$ cat src/rtl/idex_stage.sv
// ----------------------------------------------------------------------------
// idex_stage
//
// ID/EX pipeline register for the 64-bit LEGv8 pipeline. It captures the
// register-file read data, the immediate, the register indices and the
// decoded control word from the decode stage and presents them to EX one
// clock later.
//
// The stage also owns load-use hazard detection. When EX holds a load whose
// destination matches one of the decode-stage source registers, stall_d is
// raised so that PC and IF/ID hold, and a bubble is written into EX. A taken
// branch (flush) also turns the incoming instruction into a bubble and takes
// priority over the stall. A saturating counter records the number of stall
// cycles since reset.
//
// Ports
//   clk          rising-edge clock
//   reset        asynchronous, active-low reset
//   valid_d      decode stage holds a real instruction
//   rd1_d/rd2_d  register-file read data (N bits)
//   imm_d        sign-extended immediate (N bits)
//   ra1_d/ra2_d  source register indices
//   wa3_d        destination register index
//   ctl_d        {regWrite, memRead, memWrite, memtoReg, aluSrc, branch,
//                 aluControl[2:0]}
//   flush        taken branch; discard the decode instruction
//   *_e          registered copies of the decode fields for EX
//   valid_e      EX holds a real instruction
//   stall_d      combinational; hold PC and IF/ID this cycle
//   stall_count  saturating count of stall cycles since reset (CW bits)
// ----------------------------------------------------------------------------
module idex_stage #(
    parameter int N  = 64,
    parameter int CW = 32
) (
    input  logic          clk,
    input  logic          reset,
    input  logic          valid_d,
    input  logic [N-1:0]  rd1_d,
    input  logic [N-1:0]  rd2_d,
    input  logic [N-1:0]  imm_d,
    input  logic [4:0]    ra1_d,
    input  logic [4:0]    ra2_d,
    input  logic [4:0]    wa3_d,
    input  logic [8:0]    ctl_d,
    input  logic          flush,
    output logic [N-1:0]  rd1_e,
    output logic [N-1:0]  rd2_e,
    output logic [N-1:0]  imm_e,
    output logic [4:0]    ra1_e,
    output logic [4:0]    ra2_e,
    output logic [4:0]    wa3_e,
    output logic [8:0]    ctl_e,
    output logic          valid_e,
    output logic          stall_d,
    output logic [CW-1:0] stall_count
);

    // Bit position of memRead inside the packed control word.
    localparam int         MEM_READ_BIT = 7;
    // XZR reads as zero and is never really written, so it cannot cause a hazard.
    localparam logic [4:0] XZR          = 5'd31;

    logic [N-1:0]  rd1_e_q, rd1_e_d;
    logic [N-1:0]  rd2_e_q, rd2_e_d;
    logic [N-1:0]  imm_e_q, imm_e_d;
    logic [4:0]    ra1_e_q, ra1_e_d;
    logic [4:0]    ra2_e_q, ra2_e_d;
    logic [4:0]    wa3_e_q, wa3_e_d;
    logic [8:0]    ctl_e_q, ctl_e_d;
    logic          valid_e_q, valid_e_d;
    logic [CW-1:0] stall_count_q, stall_count_d;

    logic          haz;
    logic          src_match;

    // Load-use hazard: a valid load in EX writes a register that the valid
    // decode instruction reads. Only EX registers and decode inputs feed this,
    // so the bubble it inserts clears memRead and the hazard drops next cycle.
    always_comb begin
        src_match = (ra1_d == wa3_e_q) || (ra2_d == wa3_e_q);
        haz       = valid_d && valid_e_q && ctl_e_q[MEM_READ_BIT] &&
                    (wa3_e_q != XZR) && src_match;
    end

    // A flush discards the decode instruction anyway, so there is nothing to hold.
    assign stall_d = haz && !flush;

    // Next-state selection: flush or hazard writes a fully zeroed bubble,
    // otherwise the decode fields load. An invalid decode slot never carries
    // live controls into EX. The stall counter only counts real stalls and
    // sticks at all-ones instead of wrapping.
    always_comb begin
        rd1_e_d       = '0;
        rd2_e_d       = '0;
        imm_e_d       = '0;
        ra1_e_d       = '0;
        ra2_e_d       = '0;
        wa3_e_d       = '0;
        ctl_e_d       = '0;
        valid_e_d     = 1'b0;
        stall_count_d = stall_count_q;

        if (!flush && !haz) begin
            rd1_e_d   = rd1_d;
            rd2_e_d   = rd2_d;
            imm_e_d   = imm_d;
            ra1_e_d   = ra1_d;
            ra2_e_d   = ra2_d;
            wa3_e_d   = wa3_d;
            ctl_e_d   = valid_d ? ctl_d : 9'd0;
            valid_e_d = valid_d;
        end

        if (stall_d && (stall_count_q != {CW{1'b1}})) begin
            stall_count_d = stall_count_q + CW'(1);
        end
    end

    // Pipeline register with asynchronous clear.
    always_ff @(posedge clk or negedge reset) begin
        if (!reset) begin
            rd1_e_q       <= '0;
            rd2_e_q       <= '0;
            imm_e_q       <= '0;
            ra1_e_q       <= '0;
            ra2_e_q       <= '0;
            wa3_e_q       <= '0;
            ctl_e_q       <= '0;
            valid_e_q     <= 1'b0;
            stall_count_q <= '0;
        end else begin
            rd1_e_q       <= rd1_e_d;
            rd2_e_q       <= rd2_e_d;
            imm_e_q       <= imm_e_d;
            ra1_e_q       <= ra1_e_d;
            ra2_e_q       <= ra2_e_d;
            wa3_e_q       <= wa3_e_d;
            ctl_e_q       <= ctl_e_d;
            valid_e_q     <= valid_e_d;
            stall_count_q <= stall_count_d;
        end
    end

    assign rd1_e       = rd1_e_q;
    assign rd2_e       = rd2_e_q;
    assign imm_e       = imm_e_q;
    assign ra1_e       = ra1_e_q;
    assign ra2_e       = ra2_e_q;
    assign wa3_e       = wa3_e_q;
    assign ctl_e       = ctl_e_q;
    assign valid_e     = valid_e_q;
    assign stall_count = stall_count_q;

endmodule

$ cat config.mk
export PLATFORM = sky130hd
export DESIGN_NAME = idex_stage
export DESIGN_NICKNAME = d
export VERILOG_FILES = /design/src/rtl/idex_stage.sv
export SDC_FILE = /design/constraint.sdc
export NUM_CORES = 1
export LEC_CHECK = 0
export CORE_AREA = 2 2 180 182
export CTS_BUF_LIST = sky130_fd_sc_hd__clkbuf_4 sky130_fd_sc_hd__clkbuf_8 sky130_fd_sc_hd__clkbuf_16
export DETAILED_ROUTE_END_ITERATION = 16
export DIE_AREA = 0 0 182 184
export DONT_BUFFER_PORTS = 1
export GPL_ROUTABILITY_DRIVEN = 0
export GPL_TIMING_DRIVEN = 0
export PLACE_DENSITY = 0.46
export SYNTH_ARGS = -nofsm -noshare
export SYNTH_HDL_FRONTEND = slang
export SYNTH_SLANG_ARGS = --single-unit
$ cat constraint.sdc
create_clock -name clk -period 5.6 [get_ports clk]
set_input_delay 1.68 -clock clk [delete_from_list [all_inputs] [get_ports clk]]
set_output_delay 1.68 -clock clk [all_outputs]
set_load 0.05 [all_outputs]
==> impl_metrics.prom <==
# TYPE chip_impl_metric gauge
chip_impl_metric{name="hold_viol_final",unit=""} 0
chip_impl_metric{name="required_time_of_the_critical_path",unit="ps"} 3920
chip_impl_metric{name="grt_start_max_net_pins",unit=""} 250
chip_impl_metric{name="die_area",unit="um2"} 33500
chip_impl_metric{name="final_layout_size_suffix_gt1_share",unit="%"} 8.63
chip_impl_metric{name="final_cells",unit=""} 1079
chip_impl_metric{name="portBuffers",unit=""} 0
chip_impl_metric{name="power_density",unit="nW/um2"} 406
chip_impl_metric{name="postLayoutCoreUtil",unit="%"} 31.8
chip_impl_info{name="end_kind",value="primary output"} 1
chip_impl_metric{name="timing.max_cap.violations",unit=""} 0
chip_impl_metric{name="postSynthRegisterBits",unit=""} 249
chip_impl_metric{name="synth_cell_types",unit=""} 26
chip_impl_metric{name="hpwl",unit="um"} 17600
chip_impl_metric{name="cts.repair.resized",unit=""} 0
chip_impl_info{name="setup.worst_path.start_class",value="input pin"} 1
chip_impl_metric{name="antenna_found_initial",unit=""} 6
chip_impl_metric{name="detail_route.wl_per_cell",unit="um"} 21.8
chip_impl_metric{name="detail_route.drc_violations",unit=""} 0
chip_impl_metric{name="critical_path_peak_fanout",unit=""} 4
chip_impl_info{name="worst_hold_path_type",value="reg2reg"} 1
chip_impl_metric{name="overflow",unit=""} 0
chip_impl_metric{name="final_period_demand_of_the_worst_path",unit="ps"} 4910
chip_impl_metric{name="syn_inst",unit=""} 624
chip_impl_metric{name="postRouteAntennaNets",unit=""} 0
chip_impl_metric{name="max-clock-path-buffers",unit=""} 3
chip_impl_metric{name="cts_htree_levels",unit=""} 1
chip_impl_metric{name="final_max_slew_viol_count",unit=""} 0
chip_impl_metric{name="post_synth.cell_area_avg",unit="um2"} 13.8
chip_impl_metric{name="route.final.wire_length",unit="um"} 23500
chip_impl_metric{name="pin_count",unit=""} 470
chip_impl_metric{name="setup_tns",unit="ps"} 0
chip_impl_metric{name="mappedNetlistNets",unit=""} 845
chip_impl_metric{name="timing.final.crit_share",unit="%"} 87.6
chip_impl_metric{name="area_growth",unit="%"} 16.4
chip_impl_metric{name="finalClockSkew",unit="ps"} 15.6
chip_impl_metric{name="postCtsHoldBufs",unit=""} 0
chip_impl_metric{name="total_routing_usage_gr",unit="%"} 13.4
chip_impl_metric{name="dieHeight",unit="um"} 184
chip_impl_metric{name="floorplan.core_area",unit="um2"} 31400
chip_impl_info{name="result_of_the_run",value="finished clean"} 1
chip_impl_metric{name="max_freq",unit="MHz"} 204
chip_impl_metric{name="drtPass1Iterations",unit=""} 4
chip_impl_metric{name="yosys_warnings",unit=""} 0
chip_impl_metric{name="worst_slew_pin_slew",unit="ps"} 717
chip_impl_metric{name="vdd_drop_max",unit="mV"} 0.204
chip_impl_metric{name="worstPathArrival",unit="ps"} 3230
chip_impl_metric{name="total_leakage_power",unit="nW"} 4.63
chip_impl_metric{name="yosysSeqAreaShare",unit="%"} 72.6
chip_impl_metric{name="clkSlewWorstSetupHoldPaths",unit="ps"} 60
chip_impl_info{name="worst-setup-path-type",value="in2out"} 1
chip_impl_metric{name="sink_count_of_the_clock_tree",unit=""} 249
chip_impl_metric{name="grt_pass1_wl",unit="um"} 33600
chip_impl_metric{name="design.final.nets",unit=""} 874
chip_impl_info{name="cts.root.buffer_cell",value="clkbuf_16"} 1
chip_impl_metric{name="initial_core_util",unit="%"} 27.4
chip_impl_metric{name="vias_in_the_first_global_route",unit=""} 5096
chip_impl_metric{name="route.detailed.vias_per_inst",unit=""} 4.36
chip_impl_metric{name="drt_iter0_markers",unit=""} 213
chip_impl_metric{name="timing.final.setup_violations",unit=""} 0
chip_impl_metric{name="cts-buffers-inserted",unit=""} 27
chip_impl_metric{name="cts_setup_buffers",unit=""} 0
chip_impl_metric{name="post-layout-total-power",unit="mW"} 4.06
chip_impl_info{name="grt_setup_unrepaired",value="false"} 1
chip_impl_metric{name="clk_latency",unit="ps"} 530
chip_impl_metric{name="die_w",unit="um"} 182
chip_impl_info{name="cts_tree",value="done"} 1
chip_impl_metric{name="fp-row-count",unit=""} 65
chip_impl_metric{name="post_synth_instance_area",unit="um2"} 8590
chip_impl_metric{name="timing.max_slew.rel_slack",unit="%"} 52.2
chip_impl_metric{name="num_vias",unit=""} 4703
chip_impl_metric{name="numPlacedInstances",unit=""} 1026
routing by layer:
| layer | wire (um) | global-route usage (%) |
|---|---|---|
| met4 | 824 | 5.35 |
| met3 | 2580 | 5.90 |
| met5 | 19 | 0 |
| met2 | 11600 | 22.0 |
| met1 | 8400 | 15.3 |
synthesized netlist by cell type:
cell      count  area [um2]
a21oi_2       1        8.76
and2_1      219        1370
and3_1        7        43.8
and4_1        5        43.8
buf_2         2        10.0
buf_6         2        22.5
clkbuf_1     21        78.8
dfrtp_1     249        6230
ha_1          1        12.5
inv_1         1        3.75
mux2_2        1        11.3
nand2_1      21        78.8
nand2b_1      1        6.26
nand3_1      15        75.1
nand3_2       2        20.0
nand4_1      14        87.6
nand4_2       1        12.5
nor2_1        9        33.8
nor2b_1       1        6.26
nor3_1        4        20.0
nor3b_1       1        7.51
nor4_1        4        25.0
nor4_4        1        21.3
o22ai_1       1        6.26
xnor2_1      31         272
xor2_1        9        78.8
layout by cell type (no fill, tap or decap), types with 2 or more instances in the layout:
| cell | count |
|---|---|
| and3_1 | 7 |
| bufinv_16 | 2 |
| clkbuf_4 | 4 |
| clkinvlp_4 | 2 |
| nor3_1 | 4 |
| nor4_1 | 4 |
| buf_6 | 2 |
| nand3_1 | 15 |
| buf_2 | 2 |
| nor2_1 | 9 |
| clkbuf_16 | 27 |
| nand4_1 | 14 |
| nand2_1 | 21 |
| nand3_2 | 2 |
| and4_1 | 5 |
| dfrtp_1 | 249 |
| xnor2_1 | 31 |
| clkbuf_8 | 3 |
| clkbuf_1 | 21 |
| and2_1 | 219 |
| diode_2 | 5 |
| xor2_1 | 9 |
| clkinv_2 | 7 |
path summary, 6_finish.rpt:
path / startpoint / depth (start not counted) / slack, ps / end
min in group asynchronous: reset / 0 / 850 / rd2_e[26]
hold / removal: stall_count[16] / 1 / 830 / stall_count[16]
setup reg to reg: wa3_e[0] / 8 / 2390 / imm_e[44]
hold reg to reg: stall_count[16] / 1 / 830 / stall_count[16]
setup / recovery: ra2_d[0] / 5 / 690 / stall_d
max in group asynchronous: reset / 0 / 4430 / rd1_e[45]
worst max-delay path, stage by stage:
cell and delay [ps]:
xnor2_1 160, nand3_1 130, o22ai_1 520, nand2_1 250, inv_1 480
sequential cells by signal (all words and copies together) (netlist names):
signal and cells:
ctl_e 9, ra1_e 5, ra2_e 5, imm_e 64, rd2_e 64, stall_count 32, rd1_e 64, valid_e 1
wa3_e 5
where the power goes:
group | internal, mW | switching [mW]
combinational | 0.0485 | 0.0463
sequential | 1.87 | 0.342
clock | 1.04 | 0.710
total | 2.96 | 1.10
metrics by stage:
step                instance area, um2  hold WS (ps)  setup WS [ps]
floorplan                         8590           781           1340
global placement                  9090           814            685
detailed placement                9090           827            662
CTS                               9980           816            643
global route                      9990           816            616
finish                           10000           831            694
cells by family after synthesis:
logic type | count (synthesis) | share of synthesized area, %
simple gates | 305 | 21.6
flops | 249 | 72.6
xor+xnor | 40 | 4.08
buf+inv | 26 | 1.34
compound gates | 2 | 0.175
mux | 1 | 0.131
fa+ha+maj | 1 | 0.146
cell type report:
| class | instances | area (um2) |
|---|---|---|
| fill | 3100 | 21400 |
| multi-input combinational | 349 | 2240 |
| sequential | 249 | 6230 |
| tap | 402 | 503 |
| antenna | 5 | 12.5 |
| buffer | 25 | 111 |
| clock buffer | 34 | 747 |
| inverter | 1 | 3.75 |
| clock inverter | 14 | 146 |
(Power assumes the default switching activity.)
